File: src/rtl/div_unit_pkg.sv
// Shared defines for the iterative divider: FSM encodings and handshake constants.
package div_unit_pkg;

  typedef enum logic [1:0] {
    DIV_FREE   = 2'b00,
    DIV_BYZERO = 2'b01,
    DIV_ON     = 2'b10,
    DIV_END    = 2'b11
  } div_state_e;

  localparam logic DivStart          = 1'b1;
  localparam logic DivStop           = 1'b0;
  localparam logic DivResultReady    = 1'b1;
  localparam logic DivResultNotReady = 1'b0;

endpackage

File: src/rtl/div_unit_step.sv
// One restoring-division step: shift in the next dividend bit, trial-subtract the divisor.
module div_step #(
  parameter int WIDTH = 32
) (
  input  logic [WIDTH-1:0] rem_i,
  input  logic             dividend_msb_i,
  input  logic [WIDTH-1:0] divisor_i,
  output logic [WIDTH-1:0] rem_o,
  output logic             q_o
);

  logic [WIDTH:0] shifted;
  logic [WIDTH:0] trial;

  // rem_i < divisor_i keeps both the shifted value and a non-negative trial in range
  assign shifted = {rem_i, dividend_msb_i};
  assign trial   = shifted - {1'b0, divisor_i};
  assign q_o     = ~trial[WIDTH];
  assign rem_o   = trial[WIDTH] ? shifted[WIDTH-1:0] : trial[WIDTH-1:0];

endmodule

File: src/rtl/div_unit.sv
// Iterative signed/unsigned restoring divider; quotient in the low half of result_o, remainder in the high half.
module div_unit
  import div_unit_pkg::*;
#(
  parameter int WIDTH = 32,
  parameter int CNT_W = $clog2(WIDTH + 1)
) (
  input  logic               clk,
  input  logic               rst,
  input  logic               start_i,
  input  logic               signed_i,
  input  logic [WIDTH-1:0]   opdata1_i,
  input  logic [WIDTH-1:0]   opdata2_i,
  input  logic               annul_i,
  output logic [2*WIDTH-1:0] result_o,
  output logic               ready_o,
  output logic               busy_o
);

  div_state_e state_q, state_d;

  logic [WIDTH-1:0]   dividend_q, dividend_d;
  logic [WIDTH-1:0]   divisor_q, divisor_d;
  logic [WIDTH-1:0]   rem_q, rem_d;
  logic [CNT_W-1:0]   cnt_q, cnt_d;
  logic               neg_q_q, neg_q_d;
  logic               neg_r_q, neg_r_d;
  logic [2*WIDTH-1:0] result_q, result_d;
  logic               ready_q, ready_d;
  logic               busy_q, busy_d;

  logic               sign1, sign2;
  logic [WIDTH-1:0]   abs1, abs2;
  logic [WIDTH-1:0]   rem_next;
  logic               q_bit;
  logic [WIDTH-1:0]   q_raw, q_fix, r_fix;
  logic               last;

  assign sign1 = signed_i & opdata1_i[WIDTH-1];
  assign sign2 = signed_i & opdata2_i[WIDTH-1];
  assign abs1  = sign1 ? -opdata1_i : opdata1_i;
  assign abs2  = sign2 ? -opdata2_i : opdata2_i;
  assign last  = (cnt_q == CNT_W'(WIDTH - 1));

  div_step #(.WIDTH(WIDTH)) u_step (
    .rem_i          (rem_q),
    .dividend_msb_i (dividend_q[WIDTH-1]),
    .divisor_i      (divisor_q),
    .rem_o          (rem_next),
    .q_o            (q_bit)
  );

  // dividend register doubles as the quotient shift register
  assign q_raw = {dividend_q[WIDTH-2:0], q_bit};
  assign q_fix = neg_q_q ? -q_raw : q_raw;
  assign r_fix = neg_r_q ? -rem_next : rem_next;

  always_ff @(posedge clk) begin
    if (rst) state_q <= DIV_FREE;
    else     state_q <= state_d;
  end

  always_comb begin
    state_d = state_q;
    case (state_q)
      DIV_FREE:   if (start_i == DivStart) state_d = (opdata2_i == '0) ? DIV_BYZERO : DIV_ON;
      DIV_BYZERO: state_d = DIV_END;
      DIV_ON:     if (last) state_d = DIV_END;
      DIV_END:    if (start_i == DivStop) state_d = DIV_FREE;
      default:    state_d = DIV_FREE;
    endcase
    if (annul_i) state_d = DIV_FREE;
  end

  always_comb begin
    ready_d    = (state_d == DIV_END) ? DivResultReady : DivResultNotReady;
    busy_d     = (state_d == DIV_BYZERO) || (state_d == DIV_ON);
    result_d   = result_q;
    dividend_d = dividend_q;
    divisor_d  = divisor_q;
    rem_d      = rem_q;
    cnt_d      = cnt_q;
    neg_q_d    = neg_q_q;
    neg_r_d    = neg_r_q;
    case (state_q)
      DIV_FREE: begin
        if (state_d != DIV_FREE) begin
          dividend_d = abs1;
          divisor_d  = abs2;
          rem_d      = '0;
          cnt_d      = '0;
          neg_q_d    = sign1 ^ sign2;
          neg_r_d    = sign1;
        end
      end
      DIV_BYZERO: if (!annul_i) result_d = '0;
      DIV_ON: begin
        dividend_d = q_raw;
        rem_d      = rem_next;
        cnt_d      = cnt_q + CNT_W'(1);
        if (last && !annul_i) result_d = {r_fix, q_fix};
      end
      default: ;
    endcase
  end

  always_ff @(posedge clk) begin
    if (rst) begin
      dividend_q <= '0;
      divisor_q  <= '0;
      rem_q      <= '0;
      cnt_q      <= '0;
      neg_q_q    <= 1'b0;
      neg_r_q    <= 1'b0;
      result_q   <= '0;
      ready_q    <= DivResultNotReady;
      busy_q     <= 1'b0;
    end else begin
      dividend_q <= dividend_d;
      divisor_q  <= divisor_d;
      rem_q      <= rem_d;
      cnt_q      <= cnt_d;
      neg_q_q    <= neg_q_d;
      neg_r_q    <= neg_r_d;
      result_q   <= result_d;
      ready_q    <= ready_d;
      busy_q     <= busy_d;
    end
  end

  assign result_o = result_q;
  assign ready_o  = ready_q;
  assign busy_o   = busy_q;

endmodule

File: config.mk
export PLATFORM = sky130hd
export DESIGN_NAME = div_unit
export DESIGN_NICKNAME = d
export VERILOG_FILES = /design/src/rtl/div_unit_pkg.sv /design/src/rtl/div_unit_step.sv /design/src/rtl/div_unit.sv
export SDC_FILE = /design/constraint.sdc
export NUM_CORES = 1
export LEC_CHECK = 0
export BUFFER_PORTS_ARGS = -buffer_cell sky130_fd_sc_hd__buf_2
export CAP_MARGIN = 10
export CORE_MARGIN = 3
export CORE_UTILIZATION = 60
export DETAILED_ROUTE_END_ITERATION = 12
export GPL_TIMING_DRIVEN = 0
export PLACE_DENSITY = 0.82
export SLEW_MARGIN = 20
export SYNTH_ARGS = -nofsm -noshare
export SYNTH_HDL_FRONTEND = slang
export SYNTH_SLANG_ARGS = --single-unit
File: constraint.sdc
create_clock -name clk -period 6.8 [get_ports clk]
set_input_delay 1.36 -clock clk [delete_from_list [all_inputs] [get_ports clk]]
set_output_delay 1.36 -clock clk [all_outputs]
set_load 0.1 [all_outputs]
Yosys cells after proc, flatten, opt, wreduce, memory -nomap -nowiden
Index checks and enable logic that the tools add are counted.

Logic and storage cells: 62. Input port bits: 69. Bits in registers: 172.

Bitwise gates (word level): 4. Add/sub/neg operators: 6. Equal/unequal tests: 10. Muxes and demuxes: 21. Reduce and logical (&&, ||, !) cells: 11.

Operators with widths (count): 32-bit two-way mux (7); 64-bit two-way mux (2); 32-bit negation (4); 32-bit case mux with 2 select lines (2); 64-bit case mux with 2 select lines (1); 33-bit by 32-bit subtractor with 33-bit output (1); 32-bit zero test (1); 6-bit case mux with 2 select lines (1); 2-bit two-way mux (5); 2-bit equality test, second input constant (4); 2-bit case mux with 4 select lines (1); 6-bit by 1-bit adder with 6-bit output, second input constant (1); 6-bit by 5-bit equality test with 1-bit output, second input constant (1); 6-bit two-way mux (1); 2-bit inequality test, second input constant (3); 2-bit nonzero test (3); 2-bit by 1-bit equality test with 1-bit output, second input constant (2); 2-bit AND reduction (2); 3-bit AND reduction (1); 1-bit AND (2); 2-bit zero test (1); 1-bit logical AND (1); 1-bit zero test (1); 1-bit logical OR (1); other kinds (3) (3).

Longest topological paths before layout
Depth in word-level cells: 8. Depth in mapped cells: 22.

Modules after synthesis
From an unflattened synthesis, not the netlist that was laid out.

Cells, all modules: 1376. Area, all modules: 11277.1 um^2.

Modules (own cells, without submodules): div_unit (cells each 1065, area an instance 9021.2 um^2, instances 1); div_step (cells each 311, area an instance 2255.9 um^2, instances 1).

Worst setup path before layout
OpenSTA, ideal clock, no wires.

Path kind: register to register. Start point: reg dividend_q[31]. End point: reg result_q[58], in the netlist result_o[58]. Setup time: 0.129 ns. Required time: 6.671 ns. Clock period less this slack: 4.811 ns. Slack: 1.989 ns. Arrival time: 4.682 ns. Cell stages (with the launch flop): 23. Path through: dfxtp_1 > inv_1 > ha_1 > fa_1 > and2b_1 > o31ai_2 > a21o_1 > a21oi_1 > a41oi_1 > xnor2_1 > inv_2 > buf_1 > clkbuf_1 > nor2_1 > a21oi_1 > ha_1 > nand3_1 > or4b_1 > mux2i_1 > o2111ai_1 > o41ai_1 > xor2_1 > o21ai_0.

Cells in the longest elaborated chain, start to end: 6.

RTL lines: start: declaration (line div_unit.sv:22) `logic [WIDTH-1:0] dividend_q, dividend_d;`; start signal: assignment (line div_unit.sv:119) `dividend_q <= dividend_d;`; 33-bit by 32-bit subtractor with 33-bit output (line div_unit_step.sv:17) `assign trial = shifted - {1'b0, divisor_i};`; 32-bit two-way mux (*) (line div_unit_step.sv:19) `assign rem_o = trial[WIDTH] ? shifted[WIDTH-1:0] : trial[WIDTH-1:0];`; 32-bit negation (line div_unit.sv:56) `assign r_fix = neg_r_q ? -rem_next : rem_next;`; 32-bit two-way mux (*) (line div_unit.sv:56); 64-bit two-way mux (*) (line div_unit.sv:101) `if (last && !annul_i) result_d = {r_fix, q_fix};`; 64-bit case mux with 2 select lines (*) (line div_unit.sv:85) `case (state_q)`; end signal: assignment (line div_unit.sv:125) `result_q <= result_d;`; end: declaration (line div_unit.sv:28) `logic [2*WIDTH-1:0] result_q, result_d;`.

Every way passes the cells marked *; elsewhere a longest branch is shown, timed or not. The select of a mux whose other input is x is not followed. A chain may end at the register's enable or synchronous reset.

Final worst setup path
Start point: reg dividend_q[31]. End point: reg result_q[62], in the netlist result_o[62].

The elaborated chain is that of the path after synthesis.

==> summary.md <==
| Metric | Value |
|---|---|
| Sequential fraction of the synthesis area | between 20% and 30% |
| Ys async rst share | 0% |
| Leak | between 5 and 6 nW |
| Most frequent cells in the layout | nor2_1 (178), dfxtp_1 (172), nand2_1 (161) |
| CP endpoint kind | flop |
| Crit path DAT | roughly 6.7 ns |
| Routed vias/inst | 6.27 |
| Cells after Synth | approximately 1500 |
| CP max stage delay | 0.59 ns |
| Mapped Avg Cell Area | approximately 7.6 um2 |
| Synth Cell Area | 0.0116 mm2 |
| Final Setup Violations | 0 |
| DRC | 0 |
| Multi-input gate area | about 0.0075 mm2 |
| Most common cell after layout, fill and taps aside | nor2_1 |
| Crit-path leading delay family | compound AO/OA/AOI/OAI gates |
| Fillcell total | 1649 |
| Max frequency | 157 MHz |
| Post-CTS setup buffer count | 0 |
| Slew headroom | 39.3% |
| Yosys warnings | 0 |
| Critical path class | reg -> reg |
| Total track usage | 34.0% |
| Pins over their slew limit | 0 |
| Worst path cell trace | inv_1, ha_1, fa_1, and2b_1, o31ai_2, a21o_1, a21oi_1, a41oi_1, xnor2_1, inv_2, buf_1, clkbuf_1, nor2_1, a21oi_1, ha_1, nand3_1, or4b_1, a2111oi_1, a41oi_1, xnor2_1, o21ai_1 |
| Worst-path clk slew | 0.08 ns |
| Worst min-delay path class | reg -> reg |
| H-tree lvl count | 4 |
| Startpoint Class | flop |
| PnR Total Power | roughly 2.7 mW |
| Final net count | 1800 |
| Commonest register cell after synthesis | dfxtp_1 |
| Root buffer cell | clkbuf_16 |
| Share of the synthesized area in the top cell type | 29.6% |
| DIE HEIGHT | 145 um |
| Slowest CP cell | a2111oi_1 |
| Initial antenna violation count | 0 |
| Post-CTS sizing | 0 |
| Largest net degree at the start of global routing | 20 |
| Status | completed |
| CTS Hold Buffers Added | 0 |
| Fin crit share | 93.5% |
| # rows | 50 |
| Distinct cells, synth | 80 |
| WL per Instance | 19.0 um |
| Final Hold Viols | 0 |
| Overflow after GRT | 0 |
| GP Congestion | 1.02 |
| Number of routed nets with antenna violations | 0 |
| # Max-Cap Violations | 0 |
| Clk_skew | 0.0199 ns |
| CTS tree | built |
| Vias in the first global route | 11500 |
| Final worst setup slack | 0.439 ns |
| TritonRoute pass-1 iters | 5 |
| HPWL Detailed | between 20000 and 30000 um |
| CP Max Fanout | 10 |
| Die ar. | 0.0211 mm2 |
| Number of diodes | 0 |
| First-pass GRT wire length | between 50000 and 60000 um |
| Buffers plus inverters on the worst setup path | 4 |
| Dpl ws | roughly 0.71 ns |
| Post-Layout Cell Count | 1964 |
| Synth area leaders | dfxtp_1 (30%), nor2_1 (5.7%), nand2_1 (5.2%) |
| DRT Wirelength | 37400 um |
| Clk sinks | 172 |
| Sum of negative setup slack | 0 ns |
| Starting Density | between 60% and 70% |
| Core Region | 0.0189 mm2 |
| Ratio of cells with drive above 1 in the final layout | 13.0% |
| Cell area power density | 208 mW/mm2 |
| Placed insts | 1932 |
| Storage element area | roughly 0.0034 mm2 |
| RSZ-0062 raised after global routing | no |
| DIE WIDTH | 145 um |
| Finished Core Util | 70.0% |
| EDFF count, synth | 0 |
| Slew of the pin with the lowest slew margin | 0.902 ns |
| Clock Latency Late Sink | 0.44 ns |
| CTS Buffer Depth | 2 |
| Total vias in the final route | 12300 |
| Seq cells post-synth | 172 |
| Port Buffers | 134 |
| Iter 0 DRT Violations | 1200 |
| Num ports | 135 |
| Synthesis-to-layout area growth | 13.7% |
| Peak supply drop | 0.159 mV |
| CTS buffer count | 17 |
| Synth area leader | dfxtp_1 |
| Synth Net Count | between 1500 and 2000 |
| Period minus WS final | 6.36 ns |
| CP Data Required Time | 7.12 ns |
-- tightest hold or removal path, stage by stage, from the launching register on --
cell,delay (ns)
dfxtp_1,0.32
nand2_1,0.04
o21ai_0,0.05
-- layout make-up --
type / instances / share of cell area, %
Clock inverter: 15 / 1.27
Inverter: 62 / 1.76
Tap cell: 260 / 2.46
Multi-Input combinational cell: 1210 / 57.1
Sequential cell: 172 / 26.0
Clock buffer: 17 / 3.22
Timing Repair Buffer: 134 / 5.07
Buffer: 94 / 3.12
-- flip-flops by register name (all words and copies together) (netlist names) --
name	cells
state_q	2
result_o	64
ready_o	1
cnt_q	6
dividend_q	32
divisor_q	32
neg_q_q	1
rem_q	32
busy_o	1
neg_r_q	1
-- synth_stat cells, types with 8 or more instances --
cell	count
xor2_1	61
nor4_1	19
a311oi_1	10
a21o_1	8
mux2_2	8
nand4_1	9
nor2_1	178
o21a_1	10
o21ai_0	83
xnor2_1	65
buf_1	9
a21oi_1	120
nor2b_1	10
nand3_1	41
a22oi_1	53
clkbuf_1	66
nor3_1	43
a211oi_1	29
dfxtp_1	172
mux2i_1	35
ha_1	39
buf_2	12
inv_1	61
nand2_1	161
o41ai_1	17
or4_1	8
and2_1	15
or3_1	32
o31ai_1	21
a31oi_1	26
nand2b_1	10
-- report_power, final --
group	internal, mW	leakage (nW)	total, mW	switching, mW
logic	0.251	3.58	0.701	0.450
clock network	0.494	0.291	0.977	0.482
registers	1.04	1.40	1.07	0.0332
total	1.78	5.26	2.75	0.966
-- metrics by stage --
stage,hold slack [ns],area [um2]
2_1_floorplan,0.432,11600
5_1_grt,0.487,13200
3_5_place_dp,0.437,12600
6_report,0.447,13200
4_1_cts,0.454,13200
3_3_place_gp,0.431,12600
-- layer usage --
metal / vias to the layer above / wire, um / track usage, %
met1: 5757 / 15500 / 44.5
met2: 592 / 17200 / 55.6
met5: - / 0 / 0
li1: 5828 / - / -
met4: 0 / 1730 / 16.3
met3: 138 / 2890 / 4.56
-- cell families after synthesis --
logic type / share of synthesized area [%]
multiplexers: 3.79
flip-flops: 29.6
AND/OR/NAND/NOR: 22.7
XOR/XNOR: 9.48
adder cells (fa/ha/maj): 4.37
buffers and inverters: 5.55
AO/OA/AOI/OAI: 24.6
-- path summary, 6_finish.rpt --
path	from	to	slack (ns)	cells past startpoint
min	result_o[58]$_SDFFE_PP0P_	result_o[58]$_SDFFE_PP0P_	0.45	2
max reg2reg	dividend_q[31]$_SDFFE_PP0P_	result_o[62]$_SDFFE_PP0P_	0.44	21
min reg2reg	result_o[58]$_SDFFE_PP0P_	result_o[58]$_SDFFE_PP0P_	0.45	2
max	dividend_q[31]$_SDFFE_PP0P_	result_o[62]$_SDFFE_PP0P_	0.44	21
No activity file was read; power rests on OpenSTA's default activity.
